==> config.mk <==
export PLATFORM = sky130hd
export DESIGN_NAME = dds_tune_ctrl
export DESIGN_NICKNAME = d
export VERILOG_FILES = /design/src/rtl/dds_tune_ctrl.sv
export SDC_FILE = /design/constraint.sdc
export NUM_CORES = 1
export LEC_CHECK = 0
export ABC_AREA = 1
export BUFFER_PORTS_ARGS = -buffer_cell sky130_fd_sc_hd__buf_2
export CORE_MARGIN = 2
export CORE_UTILIZATION = 30
export CTS_CLUSTER_DIAMETER = 80
export DETAILED_ROUTE_END_ITERATION = 10
export PLACE_DENSITY_LB_ADDON = 0.1
export SYNTH_ARGS = -nofsm -noshare
export SYNTH_HDL_FRONTEND = slang
export SYNTH_SLANG_ARGS = --single-unit
==> constraint.sdc <==
create_clock -name sclk -period 8.9 [get_ports sclk]
set_input_delay 0.89 -clock sclk [delete_from_list [all_inputs] [get_ports sclk]]
set_output_delay 0.89 -clock sclk [all_outputs]
set_load 0.01 [all_outputs]
==> src/rtl/dds_tune_ctrl.sv <==
// dds_tune_ctrl
//   Key-driven, multi-channel tuning controller for the DDS path.
//   Every raw key is synchronised through two flops and then debounced by its
//   own FSM. Each accepted event steps the frequency or phase word of the
//   selected channel, advances the channel select, or toggles the step direction.
//   Frequency words saturate at [FC_MIN, FC_MAX]. Phase words wrap modulo 2^ACC_W.
//
//   Optional feature: define KEY_AUTOREPEAT_EN to let the key_f and key_p
//   debouncers auto-repeat while the key is held. When the macro is undefined,
//   the repeat counters are not built and each press gives exactly one event.
//
// Ports
//   sclk     in   system clock (the only clock in the block)
//   rst_n    in   asynchronous active-low reset
//   key_f    in   frequency-step key, raw, active-high
//   key_p    in   phase-step key, raw, active-high
//   key_ch   in   channel-select key, raw, active-high
//   key_dir  in   direction-toggle key, raw, active-high
//   fc_word  out  packed frequency words, channel k at [k*ACC_W +: ACC_W]
//   pc_word  out  packed phase words, same packing
//   ch_sel   out  currently selected channel
//   dir_dn   out  step direction (0 = up, 1 = down)
//   upd      out  one-cycle pulse in the first cycle a changed word is visible
//   led0     out  toggles on every accepted phase event
module dds_tune_ctrl #(
  parameter int ACC_W   = 30,
  parameter int CH_N    = 2,
  parameter int FC_INIT = 1074,
  parameter int FC_STEP = 2,
  parameter int PC_STEP = 2,
  parameter int FC_MIN  = 2,
  parameter int FC_MAX  = 2**(ACC_W-1),
  parameter int DEB_CNT = 500000,
  parameter int REP_DLY = 25000000,
  parameter int REP_PER = 5000000
) (
  input  logic                  sclk,
  input  logic                  rst_n,
  input  logic                  key_f,
  input  logic                  key_p,
  input  logic                  key_ch,
  input  logic                  key_dir,
  output logic [CH_N*ACC_W-1:0] fc_word,
  output logic [CH_N*ACC_W-1:0] pc_word,
  output logic [2:0]            ch_sel,
  output logic                  dir_dn,
  output logic                  upd,
  output logic                  led0
);

  localparam int CNT_MAX0 = (DEB_CNT > REP_DLY) ? DEB_CNT : REP_DLY;
  localparam int CNT_MAX  = (CNT_MAX0 > REP_PER) ? CNT_MAX0 : REP_PER;
  localparam int CNT_W    = $clog2(CNT_MAX + 1);
  localparam int XW       = ACC_W + 1;

  localparam logic [CNT_W-1:0] DEB_LAST = CNT_W'(DEB_CNT - 1);
`ifdef KEY_AUTOREPEAT_EN
  localparam logic [CNT_W-1:0] REP_DLY_LAST = CNT_W'(REP_DLY - 1);
  localparam logic [CNT_W-1:0] REP_PER_LAST = CNT_W'(REP_PER - 1);
`endif

  localparam logic [XW-1:0]    FMIN_X  = XW'(FC_MIN);
  localparam logic [XW-1:0]    FMAX_X  = XW'(FC_MAX);
  localparam logic [XW-1:0]    FSTEP_X = XW'(FC_STEP);
  localparam logic [ACC_W-1:0] PSTEP   = ACC_W'(PC_STEP);

  typedef enum logic [1:0] {
    S_IDLE,
    S_PRESS_CHK,
    S_HELD,
    S_REL_CHK
  } deb_state_e;

  // Saturating frequency step. The extra top bit keeps the up-step from overflowing.
  function automatic logic [ACC_W-1:0] fc_sat_step(input logic [ACC_W-1:0] w,
                                                   input logic             dn);
    logic [XW-1:0] wx;
    logic [XW-1:0] res;
    wx = {1'b0, w};
    if (dn) res = (wx < FMIN_X + FSTEP_X) ? FMIN_X : wx - FSTEP_X;
    else    res = (wx + FSTEP_X > FMAX_X) ? FMAX_X : wx + FSTEP_X;
    return res[ACC_W-1:0];
  endfunction

  // Phase step. The word is naturally modulo 2^ACC_W, so it wraps both ways.
  function automatic logic [ACC_W-1:0] pc_wrap_step(input logic [ACC_W-1:0] w,
                                                    input logic             dn);
    return dn ? w - PSTEP : w + PSTEP;
  endfunction

  // ---- stage: two-flop synchroniser, key order {dir, ch, p, f} ----
  logic [3:0] key_raw;
  logic [3:0] key_m_q;
  logic [3:0] key_s_q;
  logic [3:0] evt;

  assign key_raw = {key_dir, key_ch, key_p, key_f};

  always_ff @(posedge sclk or negedge rst_n) begin
    if (!rst_n) begin
      key_m_q <= '0;
      key_s_q <= '0;
    end else begin
      key_m_q <= key_raw;
      key_s_q <= key_m_q;
    end
  end

  // ---- stage: per-key debounce FSMs; evt[k] is a one-cycle accept pulse ----
  for (genvar k = 0; k < 4; k++) begin : g_key
`ifdef KEY_AUTOREPEAT_EN
    localparam bit REP_EN = (k < 2);
`endif
    deb_state_e       state_q, state_d;
    logic [CNT_W-1:0] cnt_q, cnt_d;
    logic             evt_d;
`ifdef KEY_AUTOREPEAT_EN
    // rep_q = 0 while waiting for the first repeat, 1 once repeating at REP_PER.
    logic             rep_q, rep_d;
    logic [CNT_W-1:0] rcnt_q, rcnt_d;
`endif

    always_ff @(posedge sclk or negedge rst_n) begin
      if (!rst_n) begin
        state_q <= S_IDLE;
        cnt_q   <= '0;
`ifdef KEY_AUTOREPEAT_EN
        rep_q   <= 1'b0;
        rcnt_q  <= '0;
`endif
      end else begin
        state_q <= state_d;
        cnt_q   <= cnt_d;
`ifdef KEY_AUTOREPEAT_EN
        rep_q   <= rep_d;
        rcnt_q  <= rcnt_d;
`endif
      end
    end

    always_comb begin
      state_d = state_q;
      cnt_d   = cnt_q;
      evt_d   = 1'b0;
`ifdef KEY_AUTOREPEAT_EN
      rep_d   = rep_q;
      rcnt_d  = rcnt_q;
`endif
      unique case (state_q)
        S_IDLE: begin
          if (key_s_q[k]) begin
            state_d = S_PRESS_CHK;
            cnt_d   = '0;
          end
        end
        S_PRESS_CHK: begin
          if (!key_s_q[k]) begin
            state_d = S_IDLE;
          end else if (cnt_q == DEB_LAST) begin
            evt_d   = 1'b1;
            state_d = S_HELD;
            cnt_d   = '0;
`ifdef KEY_AUTOREPEAT_EN
            rep_d   = 1'b0;
            rcnt_d  = '0;
`endif
          end else begin
            cnt_d = cnt_q + 1'b1;
          end
        end
        S_HELD: begin
          if (!key_s_q[k]) begin
            state_d = S_REL_CHK;
            cnt_d   = '0;
          end
`ifdef KEY_AUTOREPEAT_EN
          else if (REP_EN) begin
            if (rcnt_q == (rep_q ? REP_PER_LAST : REP_DLY_LAST)) begin
              evt_d  = 1'b1;
              rep_d  = 1'b1;
              rcnt_d = '0;
            end else begin
              rcnt_d = rcnt_q + 1'b1;
            end
          end
`endif
        end
        S_REL_CHK: begin
          if (key_s_q[k]) begin
            // A bounce back to HELD restarts the repeat delay from scratch.
            state_d = S_HELD;
`ifdef KEY_AUTOREPEAT_EN
            rep_d   = 1'b0;
            rcnt_d  = '0;
`endif
          end else if (cnt_q == DEB_LAST) begin
            state_d = S_IDLE;
            cnt_d   = '0;
          end else begin
            cnt_d = cnt_q + 1'b1;
          end
        end
        default: state_d = S_IDLE;
      endcase
    end

    assign evt[k] = evt_d;
  end

  // ---- stage: word / control registers ----
  logic             evt_f, evt_p, evt_ch, evt_dir;
  logic [ACC_W-1:0] fc_q [CH_N];
  logic [ACC_W-1:0] fc_d [CH_N];
  logic [ACC_W-1:0] pc_q [CH_N];
  logic [ACC_W-1:0] pc_d [CH_N];
  logic [ACC_W-1:0] fc_nxt;
  logic [2:0]       ch_q, ch_d;
  logic             dir_q, dir_d;
  logic             upd_q, upd_d;
  logic             led_q, led_d;

  assign evt_f   = evt[0];
  assign evt_p   = evt[1];
  assign evt_ch  = evt[2];
  assign evt_dir = evt[3];

  // Steps use the pre-event ch_q/dir_q. A channel or direction change that
  // arrives in the same cycle takes effect only on the next event.
  always_comb begin
    ch_d   = ch_q;
    dir_d  = dir_q;
    upd_d  = 1'b0;
    led_d  = led_q;
    fc_nxt = '0;
    for (int c = 0; c < CH_N; c++) begin
      fc_d[c] = fc_q[c];
      pc_d[c] = pc_q[c];
      if (ch_q == 3'(c)) begin
        if (evt_f) begin
          fc_nxt  = fc_sat_step(fc_q[c], dir_q);
          fc_d[c] = fc_nxt;
          if (fc_nxt != fc_q[c]) upd_d = 1'b1;
        end
        if (evt_p) begin
          pc_d[c] = pc_wrap_step(pc_q[c], dir_q);
          upd_d   = 1'b1;
        end
      end
    end
    if (evt_p)   led_d = ~led_q;
    if (evt_ch)  ch_d  = (ch_q == 3'(CH_N - 1)) ? 3'd0 : ch_q + 3'd1;
    if (evt_dir) dir_d = ~dir_q;
  end

  always_ff @(posedge sclk or negedge rst_n) begin
    if (!rst_n) begin
      for (int c = 0; c < CH_N; c++) begin
        fc_q[c] <= ACC_W'(FC_INIT);
        pc_q[c] <= '0;
      end
      ch_q  <= 3'd0;
      dir_q <= 1'b0;
      upd_q <= 1'b0;
      led_q <= 1'b1;
    end else begin
      for (int c = 0; c < CH_N; c++) begin
        fc_q[c] <= fc_d[c];
        pc_q[c] <= pc_d[c];
      end
      ch_q  <= ch_d;
      dir_q <= dir_d;
      upd_q <= upd_d;
      led_q <= led_d;
    end
  end

  for (genvar c = 0; c < CH_N; c++) begin : g_pack
    assign fc_word[c*ACC_W +: ACC_W] = fc_q[c];
    assign pc_word[c*ACC_W +: ACC_W] = pc_q[c];
  end

  assign ch_sel = ch_q;
  assign dir_dn = dir_q;
  assign upd    = upd_q;
  assign led0   = led_q;

endmodule
=== After elaboration in Yosys (flattened, before gate mapping) ===
Cells that the tools add are included.

* Logic and storage cells: 182
* Register bits: 242

* Muxes and demuxes: 85
* Magnitude comparators: 4
* Bitwise gates (word level): 2
* Equal/unequal tests: 43
* $add $sub $neg: 13
* Reduce and logical (&&, ||, !) cells: 17

{| class="wikitable"
|+ Operators by type and width
! operator !! count
|-
| 25-bit two-way mux || 20
|-
| 25-bit one-hot mux with 4 select lines || 4
|-
| 30-bit two-way mux || 12
|-
| 30-bit by 2-bit subtractor with 30-bit output, second input constant || 4
|-
| 25-bit by 1-bit adder with 25-bit output, second input constant || 4
|-
| 25-bit by 19-bit == test with 1-bit output, second input constant || 4
|-
| 30-bit by 2-bit adder with 31-bit output, second input constant || 2
|-
| 31-bit by 30-bit > comparator with 1-bit output, second input constant || 2
|-
| 30-bit by 2-bit adder with 30-bit output, second input constant || 2
|-
| 30-bit by 3-bit < comparator with 1-bit output, second input constant || 2
|-
| 30-bit != test || 2
|-
| 2-bit two-way mux || 24
|-
| 2-bit != test, second input constant || 16
|-
| 2-bit one-hot mux with 4 select lines || 4
|-
| 4-bit AND reduction || 8
|-
| 3-bit != test, second input constant || 8
|-
| 1-bit two-way mux || 20
|-
| 2-bit == test, second input constant || 8
|-
| 2-bit by 1-bit == test with 1-bit output, second input constant || 4
|-
| 2-bit logical NOT || 4
|-
| 2-bit AND reduction || 4
|-
| 3-bit by 1-bit adder with 3-bit output, second input constant || 1
|-
| 3-bit by 1-bit == test with 1-bit output, second input constant || 1
|-
| 3-bit logical NOT || 1
|-
| 2 further kinds || 3
|}

=== Depth between registers and ports, before layout ===
* Depth in word-level cells: 15
* Depth in mapped cells: 26

=== Worst setup path before layout ===
OpenSTA, ideal clock, no wires.

* Kind: reg-to-reg
* Start point: register dir_q (netlist: dir_dn)
* End point: register pc_q (netlist bit pc_word[53])
* Cell stages (with the launch flop): 19
* Required time: 8783 ps
* Data arrival time: 4054 ps
* Setup slack: 4729 ps
* Library setup time: 117 ps
* Cell sequence: dfrtp_1 > clkbuf_1 > inv_1 > clkbuf_1 > buf_2 > fa_1 > o21ai_1 > nand2_1 > nand2_1 > a21oi_1 > o21ai_1 > a21boi_0 > o21bai_1 > a21boi_1 > o21ai_0 > a21oi_1 > xnor2_1 > nand2_1 > nand2_1

* Word-level cells in the longest chain between the ends: 1

{| class="wikitable"
|+ RTL lines
! what !! RTL line !! RTL
|-
| start: declaration || 218 || <nowiki>logic dir_q, dir_d;</nowiki>
|-
| start signal: assignment || 271 || <nowiki>dir_q <= dir_d;</nowiki>
|-
| 30-bit two-way mux || 88 || <nowiki>return dn ? w - PSTEP : w + PSTEP;</nowiki>
|-
| end signal: indexed assignment || 268 || <nowiki>pc_q[c] <= pc_d[c];</nowiki>
|-
| end: declaration || 214 || <nowiki>logic [ACC_W-1:0] pc_q [CH_N];</nowiki>
|}

No other way between the ends.
A chain may end at the register's enable or synchronous reset.

=== Worst setup path in the final report ===
* Start point: register dir_q (netlist: dir_dn)
* End point: register upd_q (netlist: upd)

* Word-level cells in the longest chain between the ends: 12
* Elaborated cells between the ends (all ways): 16

{| class="wikitable"
|+ RTL lines
! what !! RTL line !! RTL
|-
| 30-bit two-way mux || 80 || <nowiki>if (dn) res = (wx < FMIN_X + FSTEP_X) ? FMIN_X : wx - FSTEP_X;</nowiki>
|-
| 30-bit two-way mux || 239 || <nowiki>if (evt_f) begin</nowiki>
|-
| 30-bit two-way mux || 238 || <nowiki>if (ch_q == 3'(c)) begin</nowiki>
|-
| 30-bit != test || 242 || <nowiki>if (fc_nxt != fc_q[c]) upd_d = 1'b1;</nowiki>
|-
| 1-bit two-way mux || 242 ||
|-
| 1-bit two-way mux || 239 ||
|-
| 1-bit two-way mux || 244 || <nowiki>if (evt_p) begin</nowiki>
|-
| 1-bit two-way mux || 238 ||
|-
| 1-bit two-way mux || 242 ||
|-
| 1-bit two-way mux || 239 ||
|-
| 1-bit two-way mux || 244 ||
|-
| 1-bit two-way mux * || 238 ||
|-
| via upd_d || 219 || <nowiki>logic upd_q, upd_d;</nowiki>
|-
| end signal: assignment || 272 || <nowiki>upd_q <= upd_d;</nowiki>
|-
| end: declaration || 219 ||
|}

The timed path passes the listed nets; every way through them passes the cells marked *. The select of a mux whose other input is x is not followed.

==> run summary <==
largest family of logic cells by synthesized area -> simple AND/OR/NAND/NOR gates
# H-tree levels -> 2
crit path DAT -> 4.64 ns
post-synthesis cell type count -> 61
Detailed Route WL -> 60100 um
Die X-Extent -> 251.1 um
Min Clock Period, post-route -> 4.209 ns
final hold viol count -> 0
IO Port Bufs -> 129
setup TNS -> 0 ns
fill count -> 6586
Nets -> 2958
Post-Place Cell Area -> 19640 um2
Mapped Cells -> 2787
mux cell area share after synthesis -> 0%
Netlist Area Pre-Place -> 18310 um2
top cell type's share of synthesized area -> 31.57%
Root Driver -> clkbuf_16
maxcap violations -> 0
Avg Synthesized Cell Area -> 6.570 um2
CP max-delay cell -> buf_4
Post-CTS Hold Fix Bufs -> 0
Resize count post-CTS -> 0
Crit path top cell by count -> nand3_1
Final Instance Area -> 20800 um2
Hold Path Class -> input pin to async pin
Power Dens Cells -> 124.7 nW/um2
Clock Latency Late Sink -> 0.56 ns
CP startpoint kind -> flip-flop
Num CTS Buffers -> 35
first-pass detailed-route iteration total -> 5
CP Max Fanout -> 64
CTS sink cnt -> 240
Final setup viols -> 0
row count -> 90
Top Layer Used -> met5
async set-or-reset flop fraction in the synthesized netlist -> 100.0%
DRC viols -> 0
Initial Utilization -> 30.34%
Compound-Gate Fraction of Synth Area -> 14.68%
vias in the first global route -> 17.41k
largest net degree at the start of global routing -> 66
Core Footprint -> 60360 um2
Worst Tran Pin Value -> 1.102 ns
Seq cells post-synth -> 240
gr ovfl total -> 0
crit-path max cell delay -> 0.67 ns
Iter 0 DRT Violations -> 1324
fin. max-slew vios -> 0
xor and xnor fraction of the mapped netlist area -> 3.922%
FF-to-FF path depth -> 14
post-synthesis simple-gate area fraction -> 35.45%
Synth-to-Final Area Change -> 13.60%
RSZ-0062 raised after global routing -> false
cell depth of the worst setup path -> 14
ant diodes -> 0
area leader, netlist -> dfrtp_1
Clock transition at path regs -> 0.06 ns
vias per cell -> 4.974
Final Power -> 2.593 mW
synth top area cells -> dfrtp_1 32%, nand2_1 16%, nor2_1 7.3%
wire length on met2 -> 27120 um
Critical R2R Launch -> dir_dn
hpwl dp -> 45340 um
RD Place Congestion -> 0.9244
Die ar. -> 63030 um2
RR Endpoint -> upd
P_leak -> 10.11 nW
Via Count -> 18.37k
CTS Buffer Depth -> 3
Die Height -> 251.1 um
# Post-CTS Setup Buffers -> 0
met1 wire length -> 28250 um
number of synthesized flops with an enable pin -> 0
Synth Warn # -> 0
Layout Skew -> 0.01597 ns
adder-cell area share of the yosys netlist -> 4.524%
placed cells -> 3632
Avg WL per Cell -> 16.27 um
Setup CP Type -> flip-flop to flip-flop
Logic pwr share -> 2.6%
Max Fclk -> 0.2376 GHz
initial antenna violation count -> 1
first-pass GRT wire length -> 96040 um
clock power share -> 54.5%
Crit. End Element -> flip-flop
CP required -> 9.33 ns
layout cell share with drive strength beyond 1 -> 8.932%
worst path bufs/invs -> 3
Rel. slew slack -> 26.46%
final std cells w/o fill -> 3693
final period utilization -> 47.29%
Ports -> 132
total track usage -> 18.89%
Critical Path, Cell by Cell -> buf_4, buf_4, nand2_1, inv_1, o21ai_0, a21o_1, nand3_1, nand3_1, nor2_1, nand3_1, nor2_1, nand2_1, nand2_1, nand3_1
VDD IR max -> 123.6 uV
Sequential Power Share -> 42.9%
sw frac -> 23.54%
antenna-violating nets left -> 0
register area share after synthesis -> 32.86%
R2R Setup Slk -> 4.69 ns
cell family with the largest share of critical-path delay -> buffers and inverters
routed wl met3 -> 3465 um
status -> finished clean
CTS tree -> done
Primary FF master, synth -> dfrtp_1
internal power -> 1.982 mW
NetSw -> 0.6103 mW
[cells in the final DEF, fill, tap and decap left out, types with 12 or more instances in the layout]
master / count
dfrtp_1: 230
o211ai_1: 15
a21oi_1: 175
nor2_1: 354
o21ai_1: 15
o21ai_0: 196
xor2_1: 62
nand2_1: 782
a21boi_0: 12
xnor2_1: 20
nor3_1: 60
inv_1: 301
ha_1: 63
nand4_1: 50
nor4_1: 31
a31oi_1: 15
clkbuf_16: 35
nor2_2: 12
buf_2: 128
nand3_1: 180
[cell type report]
type	instances	area [um2]	share of cell area [%]
Multi-Input combinational cell	2160	10740	51.65
Sequential cell	240	6021	28.95
Inverter	312	1171	5.630
Clock buffer	54	1037	4.987
Tap cell	782	978.4	4.704
Timing Repair Buffer	138	723.2	3.477
Clock inverter	7	125.1	0.6015
[how the worst max path moves through the flow]
stage | start | end | slack (ns)
floorplan | dir_dn | pc_word[53] | 4.73
global placement | dir_dn | upd | 4.85
detailed placement | dir_dn | upd | 4.81
CTS | dir_dn | upd | 4.80
global route | dir_dn | upd | 4.51
finish | dir_dn | upd | 4.69
[logic make-up (layout without fill, tap and decap cells)]
logic type	Yosys count	after routing
AOI/OAI and AO/OA	486	486
xor gates and xnor gates	82	82
buffers and inverters	388	511
adders and majority gates	65	65
DFF	240	240
other	1	2
and+or+nand+nor	1525	1525
[metrics by stage]
step                      hold slack [ns]  worst slack, ns  util (%)
after floorplan                    0.3312            4.729         -
after global placement             0.3351            4.852     32.54
after detailed placement           0.3357            4.808     32.54
after CTS                          0.2765            4.798     34.46
after global routing               0.3030            4.510     34.46
final                              0.2683            4.691     34.46
[worst reg2reg max path: cells and delay by family (launching register included)]
family,cells,cell delay [ns]
DFF,1,0.53
buffers and inverters,3,1.88
AOI/OAI and AO/OA,2,0.35
and+or+nand+nor,9,1.35
[registers in the layout, indices dropped and copies added, names as in the netlist, 3 cells and up, named ones only]
signal         count
g_key.state_q      4
pc_word           58
key_s_q            4
fc_word           60
key_m_q            4
ch_sel             3
g_key.cnt_q      100
[layer usage]
layer	vias to the layer above	track usage, %
li1	9344	-
met2	392	30.41
met1	8560	26.01
met3	72	3.438
met4	2	4.949
met5	-	0
[power by group through the flow]
stage | registers [mW] | clock network, mW | logic (mW)
2_1_floorplan | 1.13 | 0 | 0.0334
3_3_place_gp | 1.13 | 0 | 0.0683
3_5_place_dp | 1.13 | 0 | 0.0700
4_1_cts | 1.11 | 1.47 | 0.0699
5_1_grt | 1.11 | 1.51 | 0.0793
6_report | 1.11 | 1.41 | 0.0666
[cells in the mapped netlist (10+ instances only)]
cell type / count
dfrtp_1: 231
a31oi_1: 15
a21oi_1: 175
nor2_2: 11
o21a_1: 11
nand2_1: 782
nand3_1: 180
nor4_1: 31
o211ai_1: 15
xnor2_1: 20
o21ai_0: 196
or2_2: 11
clkbuf_1: 30
nand3_2: 10
o21ai_1: 15
buf_4: 11
nor2_1: 356
inv_1: 301
buf_2: 26
xor2_1: 62
ha_1: 63
nand4_1: 50
a21boi_0: 12
nor3_1: 60
Power figures use the tool's default switching activity.
